--- src/rtl/ram_arbiter_pkg.sv ---
// Shared definitions for the SRAM sequencer/arbiter: FSM encodings,
// requester port indices and wait-counter width.
package ram_arbiter_pkg;

  typedef enum logic [1:0] {
    ST_IDLE    = 2'd0,
    ST_SETUP   = 2'd1,
    ST_STROBE  = 2'd2,
    ST_RELEASE = 2'd3
  } state_e;

  localparam logic PORT_CPU = 1'b0;
  localparam logic PORT_DMA = 1'b1;

  // Holds WAIT_CYCLES-1 for the legal range 1..15.
  localparam int unsigned CNT_W = 4;

endpackage

--- src/rtl/ram_arbiter_rr_pick2.sv ---
// Combinational two-way round-robin picker: a lone requester wins,
// a tie goes to the port that was not served last.
module rr_pick2
  import ram_arbiter_pkg::*;
(
  input  logic valid0,
  input  logic valid1,
  input  logic last,
  output logic grant_valid,
  output logic grant_port
);

  always_comb begin
    grant_valid = valid0 | valid1;
    if (valid0 && valid1) begin
      grant_port = ~last;
    end else if (valid1) begin
      grant_port = PORT_DMA;
    end else begin
      grant_port = PORT_CPU;
    end
  end

endmodule

--- src/rtl/ram_arbiter.sv ---
// Two-port round-robin arbiter and strobe sequencer for an asynchronous SRAM.
// Strobes, done pulses, busy and read data all come straight from flops.
module ram_arbiter
  import ram_arbiter_pkg::*;
#(
  parameter int unsigned AddressSize = 16,
  parameter int unsigned WordSize    = 8,
  parameter int unsigned WAIT_CYCLES = 2
) (
  input  logic                   clk,
  input  logic                   reset,
  input  logic                   req0_valid,
  input  logic                   req0_we,
  input  logic [AddressSize-1:0] req0_addr,
  input  logic [WordSize-1:0]    req0_wdata,
  input  logic                   req1_valid,
  input  logic                   req1_we,
  input  logic [AddressSize-1:0] req1_addr,
  input  logic [WordSize-1:0]    req1_wdata,
  output logic                   done0,
  output logic                   done1,
  output logic [WordSize-1:0]    rdata,
  output logic                   busy,
  output logic [AddressSize-1:0] ram_addr,
  output logic [WordSize-1:0]    ram_wdata,
  input  logic [WordSize-1:0]    ram_rdata,
  output logic                   ram_cs_bar,
  output logic                   ram_we_bar,
  output logic                   ram_oe_bar
);

  state_e                 state_q, state_d;
  logic [CNT_W-1:0]       cnt_q, cnt_d;
  logic                   last_q, last_d;
  logic                   port_q, port_d;
  logic                   we_q, we_d;
  logic [AddressSize-1:0] addr_q, addr_d;
  logic [WordSize-1:0]    wdata_q, wdata_d;
  logic [WordSize-1:0]    rdata_q, rdata_d;
  logic                   cs_bar_q, cs_bar_d;
  logic                   we_bar_q, we_bar_d;
  logic                   oe_bar_q, oe_bar_d;
  logic                   done0_q, done0_d;
  logic                   done1_q, done1_d;
  logic                   busy_q, busy_d;
  logic                   pick_valid;
  logic                   pick_port;

  rr_pick2 u_pick (
    .valid0      (req0_valid),
    .valid1      (req1_valid),
    .last        (last_q),
    .grant_valid (pick_valid),
    .grant_port  (pick_port)
  );

  // Next state, latched request and read capture; strobes follow the next state.
  always_comb begin
    state_d = state_q;
    cnt_d   = cnt_q;
    last_d  = last_q;
    port_d  = port_q;
    we_d    = we_q;
    addr_d  = addr_q;
    wdata_d = wdata_q;
    rdata_d = rdata_q;

    case (state_q)
      ST_IDLE: begin
        if (pick_valid) begin
          port_d  = pick_port;
          last_d  = pick_port;
          we_d    = (pick_port == PORT_DMA) ? req1_we    : req0_we;
          addr_d  = (pick_port == PORT_DMA) ? req1_addr  : req0_addr;
          wdata_d = (pick_port == PORT_DMA) ? req1_wdata : req0_wdata;
          state_d = ST_SETUP;
        end
      end
      ST_SETUP: begin
        cnt_d   = CNT_W'(WAIT_CYCLES - 1);
        state_d = ST_STROBE;
      end
      ST_STROBE: begin
        if (cnt_q == '0) begin
          state_d = ST_RELEASE;
          if (!we_q) begin
            rdata_d = ram_rdata;
          end
        end else begin
          cnt_d = cnt_q - CNT_W'(1);
        end
      end
      ST_RELEASE: begin
        state_d = ST_IDLE;
      end
      default: begin
        state_d = ST_IDLE;
      end
    endcase

    // WE only ever falls in STROBE on a write, OE only on a read, so they never overlap.
    cs_bar_d = (state_d == ST_IDLE);
    we_bar_d = !((state_d == ST_STROBE) && we_d);
    oe_bar_d = !(((state_d == ST_SETUP) || (state_d == ST_STROBE)) && !we_d);
    done0_d  = (state_d == ST_RELEASE) && (port_d == PORT_CPU);
    done1_d  = (state_d == ST_RELEASE) && (port_d == PORT_DMA);
    busy_d   = (state_d != ST_IDLE);
  end

  always_ff @(posedge clk or posedge reset) begin
    if (reset) begin
      state_q  <= ST_IDLE;
      cnt_q    <= '0;
      last_q   <= PORT_DMA;
      port_q   <= PORT_CPU;
      we_q     <= 1'b0;
      addr_q   <= '0;
      wdata_q  <= '0;
      rdata_q  <= '0;
      cs_bar_q <= 1'b1;
      we_bar_q <= 1'b1;
      oe_bar_q <= 1'b1;
      done0_q  <= 1'b0;
      done1_q  <= 1'b0;
      busy_q   <= 1'b0;
    end else begin
      state_q  <= state_d;
      cnt_q    <= cnt_d;
      last_q   <= last_d;
      port_q   <= port_d;
      we_q     <= we_d;
      addr_q   <= addr_d;
      wdata_q  <= wdata_d;
      rdata_q  <= rdata_d;
      cs_bar_q <= cs_bar_d;
      we_bar_q <= we_bar_d;
      oe_bar_q <= oe_bar_d;
      done0_q  <= done0_d;
      done1_q  <= done1_d;
      busy_q   <= busy_d;
    end
  end

  assign done0      = done0_q;
  assign done1      = done1_q;
  assign rdata      = rdata_q;
  assign busy       = busy_q;
  assign ram_addr   = addr_q;
  assign ram_wdata  = wdata_q;
  assign ram_cs_bar = cs_bar_q;
  assign ram_we_bar = we_bar_q;
  assign ram_oe_bar = oe_bar_q;

endmodule

--- config.mk ---
export PLATFORM = sky130hd
export DESIGN_NAME = ram_arbiter
export DESIGN_NICKNAME = d
export VERILOG_FILES = /design/src/rtl/ram_arbiter_pkg.sv /design/src/rtl/ram_arbiter_rr_pick2.sv /design/src/rtl/ram_arbiter.sv
export SDC_FILE = /design/constraint.sdc
export NUM_CORES = 1
export LEC_CHECK = 0
export BUFFER_PORTS_ARGS = -buffer_cell sky130_fd_sc_hd__buf_4
export CORE_ASPECT_RATIO = 0.6
export CORE_MARGIN = 2
export CORE_UTILIZATION = 42
export DETAILED_ROUTE_END_ITERATION = 10
export PLACE_DENSITY = 0.8
export SYNTH_ARGS = -nofsm -noshare
export SYNTH_HDL_FRONTEND = slang
export SYNTH_SLANG_ARGS = --single-unit
--- constraint.sdc ---
create_clock -name clk -period 2.1 [get_ports clk]
set_input_delay 0.105 -clock clk [delete_from_list [all_inputs] [get_ports clk]]
set_output_delay 0.105 -clock clk [all_outputs]
set_load 0.005 [all_outputs]
# Yosys cells after proc, flatten, opt, wreduce, memory -nomap -nowiden

Cells that the tools add are included.

Add/subtract/negate cells: 1
Equal/unequal tests: 7
Mux-type cells: 14
Bitwise operators: 4
Reductions and logical operators: 17

Operators with widths:

| kind                                             | number |
|---|---|
| two-way mux 16 bit                               | 1 |
| == test 2 bit, second input constant             | 4 |
| two-way mux 8 bit                                | 1 |
| one-hot mux 2 bit (4 select lines)               | 1 |
| one-hot mux 4 bit (2 select lines)               | 1 |
| two-way mux 1 bit                                | 7 |
| logical AND 1 bit                                | 5 |
| == test 2 x 1 -> 1 bit, second input constant    | 2 |
| zero test 2 bit                                  | 2 |
| zero test 4 bit                                  | 1 |
| two-way mux 2 bit                                | 2 |
| two-way mux 4 bit                                | 1 |
| AND reduction 2 bit                              | 2 |
| nonzero test 2 bit                               | 2 |
| subtractor 4 x 1 -> 4 bit, second input constant | 1 |
| zero test 1 bit                                  | 3 |
| NOT 1 bit                                        | 3 |
| AND reduction 3 bit                              | 1 |
| != test 2 bit, second input constant             | 1 |
| logical OR 1 bit                                 | 1 |
| OR 1 bit                                         | 1 |

Flip-flop bits (word level): 47
Bits of input ports: 62
Output and inout port bits: 38

# Depth between registers and ports, before layout

Gate-level depths: netlist of run 1.

Word-level depth: 8
Gate-level depth with buffers: 8
Mapped depth without buffers: 7

# Hierarchy

From an unflattened synthesis of run 1, not the netlist that was laid out.

Cells, all modules: 194
Area total of the unflattened synthesis: 2192.1 um^2

By module, submodules not included:

| module      | instances | cells each | area an instance (um^2) |
|---|---|---|---|
| ram_arbiter | 1         | 192        | 2178.3 |
| rr_pick2    | 1         | 2          | 13.8 |

# Worst setup path before layout of run 1

No wires, ideal clock.

Path kind: reg2reg
From: register cnt_q[0]
To: register we_bar_q, in the netlist ram_we_bar
Setup time: 88 ps
Arrival: 1951 ps
Required time: 2012 ps
Setup slack: 61 ps
Stages on the path, launching flop included: 9
Path through: dfrtp_1 > inv_1 > ha_1 > or3b_1 > clkbuf_1 > nor2_1 > o32ai_1 > ha_1 > or3b_1

Cells in the longest elaborated chain, start to end: 6

RTL lines:

| what                               | RTL line           | text |
|---|---|---|
| from (decl)                        | ram_arbiter.sv:33  | `logic [CNT_W-1:0] cnt_q, cnt_d;` |
| from (signal assigned)             | ram_arbiter.sv:128 | `cnt_q <= cnt_d;` |
| zero test 4 bit                    | ram_arbiter.sv:84  | `if (cnt_q == '0) begin` |
| two-way mux 2 bit                  | ram_arbiter.sv:84  |  |
| one-hot mux 2 bit (4 select lines) | ram_arbiter.sv:68  | `case (state_q)` |
| == test 2 bit                      | ram_arbiter.sv:103 | `we_bar_d = !((state_d == ST_STROBE) && we_d);` |
| logical AND 1 bit                  | ram_arbiter.sv:103 |  |
| zero test 1 bit                    | ram_arbiter.sv:103 |  |
| via we_bar_d                       | ram_arbiter.sv:41  | `logic we_bar_q, we_bar_d;` |
| to (signal assigned)               | ram_arbiter.sv:136 | `we_bar_q <= we_bar_d;` |
| to (decl)                          | ram_arbiter.sv:41  |  |

The timed path passes the listed nets, and every way through them passes these cells.
A chain may end at the register's enable or synchronous reset.

# Final worst setup path of run 1

From: register cnt_q[0]
To: register oe_bar_q, in the netlist ram_oe_bar

Cells in the longest elaborated chain, start to end: 7
Elaborated cells between the ends (all ways): 8

RTL lines:

| what                                                           | RTL line           | text |
|---|---|---|
| zero test 4 bit *                                              | ram_arbiter.sv:84  |  |
| two-way mux 2 bit *                                            | ram_arbiter.sv:84  |  |
| one-hot mux 2 bit (4 select lines) *                           | ram_arbiter.sv:68  |  |
| == test 2 x 1 -> 1 bit / == test 2 bit (equally long branches) | ram_arbiter.sv:104 | `oe_bar_d = !(((state_d == ST_SETUP) \|\| (state_d == ST_STROBE)) && !we_d);` |
| logical OR 1 bit *                                             | ram_arbiter.sv:104 |  |
| logical AND 1 bit *                                            | ram_arbiter.sv:104 |  |
| zero test 1 bit *                                              | ram_arbiter.sv:104 |  |
| via oe_bar_d                                                   | ram_arbiter.sv:42  | `logic oe_bar_q, oe_bar_d;` |
| to (signal assigned)                                           | ram_arbiter.sv:137 | `oe_bar_q <= oe_bar_d;` |
| to (decl)                                                      | ram_arbiter.sv:42  |  |

Mark *: on every way through the listed nets, which the timed path passes. The rest lies on a longest branch.

==> results of run 1 <==
flip-flops by register name (all words and copies together) (netlist names), 2 cells and up:
register and cells:
state_q 2, ram_wdata 8, cnt_q 4, ram_addr 16, rdata 8
through the flow:
stage / std cells / util (%)
2_1_floorplan: 192 / -
3_3_place_gp: 352 / 59.70
3_5_place_dp: 352 / 59.70
4_1_cts: 361 / 61.58
5_1_grt: 361 / 61.72
6_report: 361 / 61.72
kinds of logic (layout without fill, tap and decap cells):
| kind of cell | after synthesis | in the layout |
|---|---|---|
| and+or+nand+nor | 43 | 43 |
| buffers and inverters | 18 | 121 |
| AOI/OAI and AO/OA | 41 | 41 |
| adders and majority gates | 10 | 10 |
| DFF | 47 | 47 |
| xor gates and xnor gates | 1 | 1 |
| muxes | 32 | 32 |
power groups by stage:
stage                     sequential [W]  clock [W]  combinational, W
after floorplan                  0.00162          0           0.00103
after global placement           0.00160          0           0.00185
after detailed placement         0.00162          0           0.00191
after CTS                        0.00160   0.000548           0.00191
after global routing             0.00166   0.000584           0.00213
final                            0.00160   0.000522           0.00189
per-layer routing:
metal | GRT usage, % | vias to the layer above | share of wire, %
met1 | 21.79 | 771 | 48
met4 | 5.357 | 0 | 0.31
met2 | 25.93 | 65 | 44
met3 | 5.614 | 3 | 7.6
li1 | - | 866 | -
met5 | 0 | - | 0
worst max path at each step:
| stage | start | endpoint | slack (ns) | cells after the start |
|---|---|---|---|---|
| finish | cnt_q[0]$_DFFE_PP0P_ | ram_oe_bar$_DFF_PP1_ | 0.22 | 7 |
| global route | cnt_q[1]$_DFFE_PP0P_ | done0$_DFF_PP0_ | 0.06 | 7 |
| CTS | cnt_q[0]$_DFFE_PP0P_ | ram_we_bar$_DFF_PP1_ | 0.08 | 7 |
| detailed placement | cnt_q[0]$_DFFE_PP0P_ | ram_we_bar$_DFF_PP1_ | 0.09 | 7 |
| global placement | cnt_q[0]$_DFFE_PP0P_ | ram_we_bar$_DFF_PP1_ | 0.13 | 7 |
| floorplan | cnt_q[0]$_DFFE_PP0P_ | ram_we_bar$_DFF_PP1_ | 0.06 | 8 |
cells in the final DEF, fill, tap and decap left out, types with 3 or more instances in the layout:
cell type	count
sky130_fd_sc_hd__a21oi_1	4
sky130_fd_sc_hd__a31oi_1	3
sky130_fd_sc_hd__buf_4	103
sky130_fd_sc_hd__clkbuf_8	5
sky130_fd_sc_hd__dfrtp_1	43
sky130_fd_sc_hd__dfstp_2	4
sky130_fd_sc_hd__ha_1	10
sky130_fd_sc_hd__inv_1	7
sky130_fd_sc_hd__mux2_2	8
sky130_fd_sc_hd__mux2i_1	24
sky130_fd_sc_hd__nand2_1	26
sky130_fd_sc_hd__o21ai_0	4
sky130_fd_sc_hd__o21ai_1	20
repair_timing:
action / 4_1_cts / 5_1_grt
hold buffers: 1 / 0
setup endpoints to repair: 0 / 1
hold endpoints to repair: 43 / 0
gates resized for setup: 0 / 1
final cells by class:
class,count,area share (%)
multi-input combinational,127,30.41
timing repair buffer,105,25.62
clock inverter,2,0.3990
tap,66,2.634
inverter,8,0.9577
sequential,47,37.67
clock buffer,6,2.314
==> metrics.log, run 1 <==
[metrics] result of the run: finished, final reports clean
[metrics] detailed-router iteration count before antenna repair: 3
[metrics] ranking of synthesized cells by instance count: sky130_fd_sc_hd__dfrtp_1 (43), sky130_fd_sc_hd__nand2_1 (26), sky130_fd_sc_hd__mux2i_1 (24), sky130_fd_sc_hd__o21ai_1 (21), sky130_fd_sc_hd__ha_1 (10)
[metrics] CTS H-Tree Depth: 2
[metrics] P_leak: 1.617 nW
[metrics] Mapped Cells: 192
[metrics] required time of the critical path: 2.32 ns
[metrics] total area of multi-input combinational cells: 953.4 µm²
[metrics] Hold/Removal Path Class: in -> reg
[metrics] number of enable flip-flop cells after synthesis: 0
[metrics] P_int: 0.002625 W
[metrics] gate family responsible for the most delay along the worst path: simple AND/OR/NAND/NOR gates
[metrics] total negative slack: 0 ns
[metrics] endpoint of the worst hold path: last_q$_DFFE_PP1P_
[metrics] clock edge transition at the registers on the reported setup and hold paths: 0.08 ns
[metrics] total track usage: 16.48%
[metrics] Synth Area in Compound Gates: 11.56%
[metrics] CTS tree: built
[metrics] Power, Total: 0.004012 W
[metrics] final worst-path cycle share: 89.41%
[metrics] Synthesis Warnings: 0
[metrics] Worst setup EP type: register
[metrics] classification of the worst setup path: reg -> reg
[metrics] share of final-layout standard cells stronger than drive strength 1: 43.39%
[metrics] buffers inserted during post-CTS setup optimization: 0
[metrics] dominant register cell in the synthesized netlist: sky130_fd_sc_hd__dfrtp_1
[metrics] Final Hold Vio Count: 0
[metrics] syn_nets: 264
[metrics] RePlAce Congestion: 0.8111
[metrics] Clock Power Share: 13.0%
[metrics] total number of nets in the final design: 366
[metrics] average cell area after synthesis: 11.55 µm²
[metrics] power per unit of standard cell area: 1280 nW/µm²
[metrics] Final ANT Viol Nets: 0
[metrics] maximum VDD drop: 0.6716 mV
[metrics] finished layout cell area: 3136 µm²
[metrics] Die Width: 97.83 µm
[metrics] proportion of power drawn by combinational gates: 47.0%
[metrics] WHS Path Cells: 2
[metrics] combinational family with the most area after synthesis: multiplexers
[metrics] switching part of the total: 34.56%
[metrics] clk_lat worst skew: 0.29 ns
[metrics] worst-margin pin slew: 0.6149 ns
[metrics] Detail Placement HPWL: 3.501 mm
[metrics] worst hold path startpoint: req0_valid
[metrics] final antenna diode count: 0
[metrics] post-synthesis share of cell area spent on xor and xnor gates: 0.3948%
[metrics] worst reg-to-reg path cell count: 7
[metrics] Initial DRC Count: 35
[metrics] Die Height: 60.30 µm
[metrics] proportion of power drawn by flip-flops and latches: 39.9%
[metrics] startpoint of the worst-slack reg-to-reg timing path: cnt_q[0]$_DFFE_PP0P_
[metrics] vias in the first global route: 1602
[metrics] Fin Hold WS: 0.03091 ns
[metrics] Max Cap Violations: 0
[metrics] register cell area after layout: 1181 µm²
[metrics] pre-CTS setup slack: 0.09375 ns
[metrics] Setup violations, final: 0
[metrics] distinct cell type count of the synthesized netlist: 35
[metrics] remaining max-slew budget at the tightest pin: 58.85%
[metrics] Max Freq: 532.6 MHz
[metrics] GRT overflow: 0
[metrics] largest area contributor in the synthesized netlist: sky130_fd_sc_hd__dfrtp_1
[metrics] number of buffers inserted during clock tree synthesis: 5
[metrics] switching power: 0.001387 W
[metrics] final routed wire length divided by cell count: 12.60 µm
[metrics] async set or reset register ratio after synthesis: 100.0%
[metrics] CP Cell Sequence: inv_1 -> ha_1 -> or3b_1 -> nor2_1 -> o32ai_2 -> ha_1 -> o21bai_1
[metrics] worst-path fanout max: 4
[metrics] clock buffer depth: 2
[metrics] cell area after placement: 3033 µm²
[metrics] Slowest cell on crit path: sky130_fd_sc_hd__dfrtp_1
[metrics] Filler Cells Inserted: 424
[metrics] drc violations: 0
[metrics] startpoint class of the critical path: register
[metrics] layout overhead on the synthesized area: 41.34%
[metrics] clock sink count: 47
[metrics] clock root cell: sky130_fd_sc_hd__clkbuf_8
[metrics] count of input and output buffers: 99
[metrics] slowest cell delay on critical path: 0.42 ns
[metrics] final critical-path required period: 1.878 ns
[metrics] max-slew violations: 0
[metrics] library cell with the highest instance count after synthesis: sky130_fd_sc_hd__dfrtp_1
[metrics] Bufs and invs on worst path: 1
[metrics] arrival time of the worst setup path: 2.10 ns
[metrics] Rows: 20
[metrics] reg2reg setup slack: 0.22 ns
[metrics] number of antenna violations at the first check in global routing: 0
[metrics] worst clock skew on the final layout: 0.005799 ns
[metrics] worst reg2reg endpoint: ram_oe_bar$_DFF_PP1_
[metrics] drt total wl: 4.547 mm
[metrics] proportion of netlist area held by the largest area contributor: 48.51%
[metrics] area share of fa/ha/maj cells after synthesis: 5.640%
[metrics] number of synthesized register bits: 47
[metrics] RSZ-0062 raised after global routing: no
[metrics] first-pass GRT wire length: 7.521 mm
[metrics] die area: 5898 µm²
[metrics] post-detailed-route via-to-cell ratio: 4.723
[metrics] Most common cell on crit path: sky130_fd_sc_hd__ha_1
[metrics] smallest setup slack after layout: 0.2224 ns
[metrics] combined area of all synthesized cells: 2218 µm²
[metrics] detailed-route via count: 1705
[metrics] sequential element share of the synthesized area: 53.24%
[metrics] largest cells by area after synthesis: sky130_fd_sc_hd__dfrtp_1 (49%), sky130_fd_sc_hd__mux2i_1 (11%), sky130_fd_sc_hd__ha_1 (5.6%)
[metrics] simple logic cell fraction of the synthesized area: 9.645%
[metrics] Starting Density: 43.67%
[metrics] pin count of the biggest net entering global routing: 48
[metrics] number of ports placed on the die boundary: 100
[metrics] area of the core: 5080 µm²
[metrics] fraction of synthesized area in multiplexers: 14.89%
Power figures use the tool's default switching activity.
==> run 2, diff against run 1 <==
--- a/config.mk
+++ b/config.mk
@@ -8,9 +8,9 @@
 export BUFFER_PORTS_ARGS = -buffer_cell sky130_fd_sc_hd__buf_4
 export CORE_ASPECT_RATIO = 0.6
 export CORE_MARGIN = 2
-export CORE_UTILIZATION = 42
+export CORE_UTILIZATION = 50
 export DETAILED_ROUTE_END_ITERATION = 10
-export PLACE_DENSITY = 0.8
+export PLACE_DENSITY = 0.88
 export SYNTH_ARGS = -nofsm -noshare
 export SYNTH_HDL_FRONTEND = slang
 export SYNTH_SLANG_ARGS = --single-unit
==> constraint.sdc (replaced) <==
create_clock -name clk -period 2.35 [get_ports clk]
set_input_delay 0.1175 -clock clk [delete_from_list [all_inputs] [get_ports clk]]
set_output_delay 0.1175 -clock clk [all_outputs]
set_load 0.05 [all_outputs]
==> run 2 against run 1 <==
Non-clock buffer count fell by 3. Final area fell by 1.0%. First-iteration DRC count fell by 11%. Core utilization rose by 12 points. Count of clock-buffer cells in the layout fell by 1. Final cell count fell by 2.8%. Largest power group unchanged.
==> metrics.log, run 2 (same netlist as run 1, synthesis figures left out) <==
[metrics] Max Freq: 473.7 MHz
[metrics] Detail Placement HPWL: 3.704 mm
[metrics] P_int: 0.002452 W
[metrics] classification of the worst setup path: reg -> reg
[metrics] Max Cap Violations: 0
[metrics] clock edge transition at the registers on the reported setup and hold paths: 0.08 ns
[metrics] total track usage: 20.58%
[metrics] detailed-route via count: 1741
[metrics] final worst-path cycle share: 89.83%
[metrics] commonest non-fill, non-tap cell in the layout: sky130_fd_sc_hd__buf_4
[metrics] Die Width: 89.99 µm
[metrics] Hold/Removal Path Class: in -> async
[metrics] reg2reg setup slack: 0.24 ns
[metrics] # resized after CTS: 0
[metrics] CTS tree: built
[metrics] CTS H-Tree Depth: 2
[metrics] pin count of the biggest net entering global routing: 48
[metrics] worst reg2reg endpoint: ram_we_bar$_DFF_PP1_
[metrics] clock sink count: 47
[metrics] worst reg-to-reg path cell count: 7
[metrics] final critical-path required period: 2.111 ns
[metrics] Worst setup EP type: register
[metrics] number of antenna violations at the first check in global routing: 0
[metrics] global-route track usage on met3: 6.233%
[metrics] vias in the first global route: 1691
[metrics] post-detailed-route via-to-cell ratio: 4.960
[metrics] proportion of power drawn by combinational gates: 58.0%
[metrics] Die Height: 55.60 µm
[metrics] clk_lat worst skew: 0.29 ns
[metrics] die area: 5003 µm²
[metrics] startpoint of the worst-slack reg-to-reg timing path: cnt_q[0]$_DFFE_PP0P_
[metrics] max-slew violations: 0
[metrics] result of the run: finished, final reports clean
[metrics] Final ANT Viol Nets: 0
[metrics] Filler Cells Inserted: 313
[metrics] switching power: 0.002317 W
[metrics] worst clock skew on the final layout: 0.004804 ns
[metrics] Power, Total: 0.004769 W
[metrics] Rows: 18
[metrics] maximum VDD drop: 0.9440 mV
[metrics] worst-path fanout max: 5
[metrics] arrival time of the worst setup path: 2.33 ns
[metrics] met2 demand-to-capacity share in global routing: 32.14%
[metrics] detailed-router iteration count before antenna repair: 6
[metrics] required time of the critical path: 2.57 ns
[metrics] P_leak: 1.606 nW
[metrics] total area of multi-input combinational cells: 945.9 µm²
[metrics] global routing usage on met1: 27.83%
[metrics] RSZ-0062 raised after global routing: no
[metrics] Starting Density: 52.96%
[metrics] number of buffers inserted during clock tree synthesis: 5
[metrics] startpoint class of the critical path: register
[metrics] switching part of the total: 48.59%
[metrics] GRT overflow: 0
[metrics] worst-margin pin slew: 0.9328 ns
[metrics] area of the core: 4189 µm²
[metrics] commonest cells after routing, fill and taps aside: sky130_fd_sc_hd__buf_4 (102), sky130_fd_sc_hd__dfrtp_1 (43), sky130_fd_sc_hd__nand2_1 (26), sky130_fd_sc_hd__mux2i_1 (24), sky130_fd_sc_hd__o21ai_1 (20)
[metrics] register cell area after layout: 1181 µm²
[metrics] share of final-layout standard cells stronger than drive strength 1: 42.96%
[metrics] Setup violations, final: 0
[metrics] total number of nets in the final design: 363
[metrics] RePlAce Congestion: 0.7451
[metrics] Initial DRC Count: 31
[metrics] layout overhead on the synthesized area: 39.93%
[metrics] smallest setup slack after layout: 0.2391 ns
[metrics] Layout Cells excl Fill: 351
[metrics] final antenna diode count: 0
[metrics] number of hold-repair buffers added at the cts stage: 0
[metrics] clock buffer depth: 2
[metrics] count of input and output buffers: 99
[metrics] most crowded layer after global routing: met2
[metrics] final routed wire length divided by cell count: 13.89 µm
[metrics] total negative slack: 0 ns
[metrics] remaining max-slew budget at the tightest pin: 37.73%
[metrics] number of ports placed on the die boundary: 100
[metrics] pre-CTS setup slack: 0.2399 ns
[metrics] Fin Hold WS: 0.03181 ns
[metrics] Clock Power Share: 11.9%
[metrics] Largest register FFs: 16
[metrics] Post-Place Cells: 344
[metrics] drc violations: 0
[metrics] first-pass GRT wire length: 8.169 mm
[metrics] clock root cell: sky130_fd_sc_hd__clkbuf_8
[metrics] drt total wl: 4.874 mm
[metrics] power per unit of standard cell area: 1536 nW/µm²
[metrics] buffers inserted during post-CTS setup optimization: 0
[metrics] Final Hold Vio Count: 0
[metrics] proportion of power drawn by flip-flops and latches: 30.2%
-- run 2: area by class of cell --
type / instances / share of cell area (%)
flip-flops and latches: 47 / 38.05
repair buffers: 102 / 24.67
clock inverters: 2 / 1.209
inverters: 8 / 0.9674
multi-input cells: 127 / 30.47
well taps: 60 / 2.418
clock buffers: 5 / 2.217
-- run 2: critical path, cell delays in order, from the launching register on --
cell and delay [ns]:
sky130_fd_sc_hd__dfrtp_1 0.41, sky130_fd_sc_hd__inv_1 0.08, sky130_fd_sc_hd__ha_1 0.22, sky130_fd_sc_hd__or3b_1 0.27, sky130_fd_sc_hd__nor2_1 0.08, sky130_fd_sc_hd__o32ai_1 0.43, sky130_fd_sc_hd__ha_1 0.21, sky130_fd_sc_hd__or3b_1 0.34
-- run 2: worst max path at each step --
stage,from,to,slack (ns),cells past startpoint
floorplan,cnt_q[0]$_DFFE_PP0P_,ram_we_bar$_DFF_PP1_,0.31,8
CTS,cnt_q[0]$_DFFE_PP0P_,ram_we_bar$_DFF_PP1_,0.23,7
detailed placement,cnt_q[0]$_DFFE_PP0P_,ram_we_bar$_DFF_PP1_,0.24,7
global placement,cnt_q[0]$_DFFE_PP0P_,ram_we_bar$_DFF_PP1_,0.28,7
finish,cnt_q[0]$_DFFE_PP0P_,ram_we_bar$_DFF_PP1_,0.24,7
global route,cnt_q[0]$_DFFE_PP0P_,ram_we_bar$_DFF_PP1_,0.09,7
-- run 2: power groups by stage --
stage	combinational, W	sequential (W)	clock (W)
6_report	0.00276	0.00144	0.000567
5_1_grt	0.00297	0.00148	0.000623
4_1_cts	0.00279	0.00144	0.000582
3_5_place_dp	0.00279	0.00145	0
3_3_place_gp	0.00272	0.00143	0
2_1_floorplan	0.000920	0.00251	0
-- run 2: metal layers --
metal  up-vias  routed length [µm]
li1        860                   -
met1       800                2289
met2        75                2142
met3         6                 374
met4         0                  67
met5         -                   0
-- run 2: per-stage QoR --
step | area, µm² | utilization (%)
detailed placement | 2998 | 71.57
CTS | 3104 | 74.10
floorplan | 2218 | -
finish | 3104 | 74.10
global placement | 2998 | 71.57
global route | 3104 | 74.10
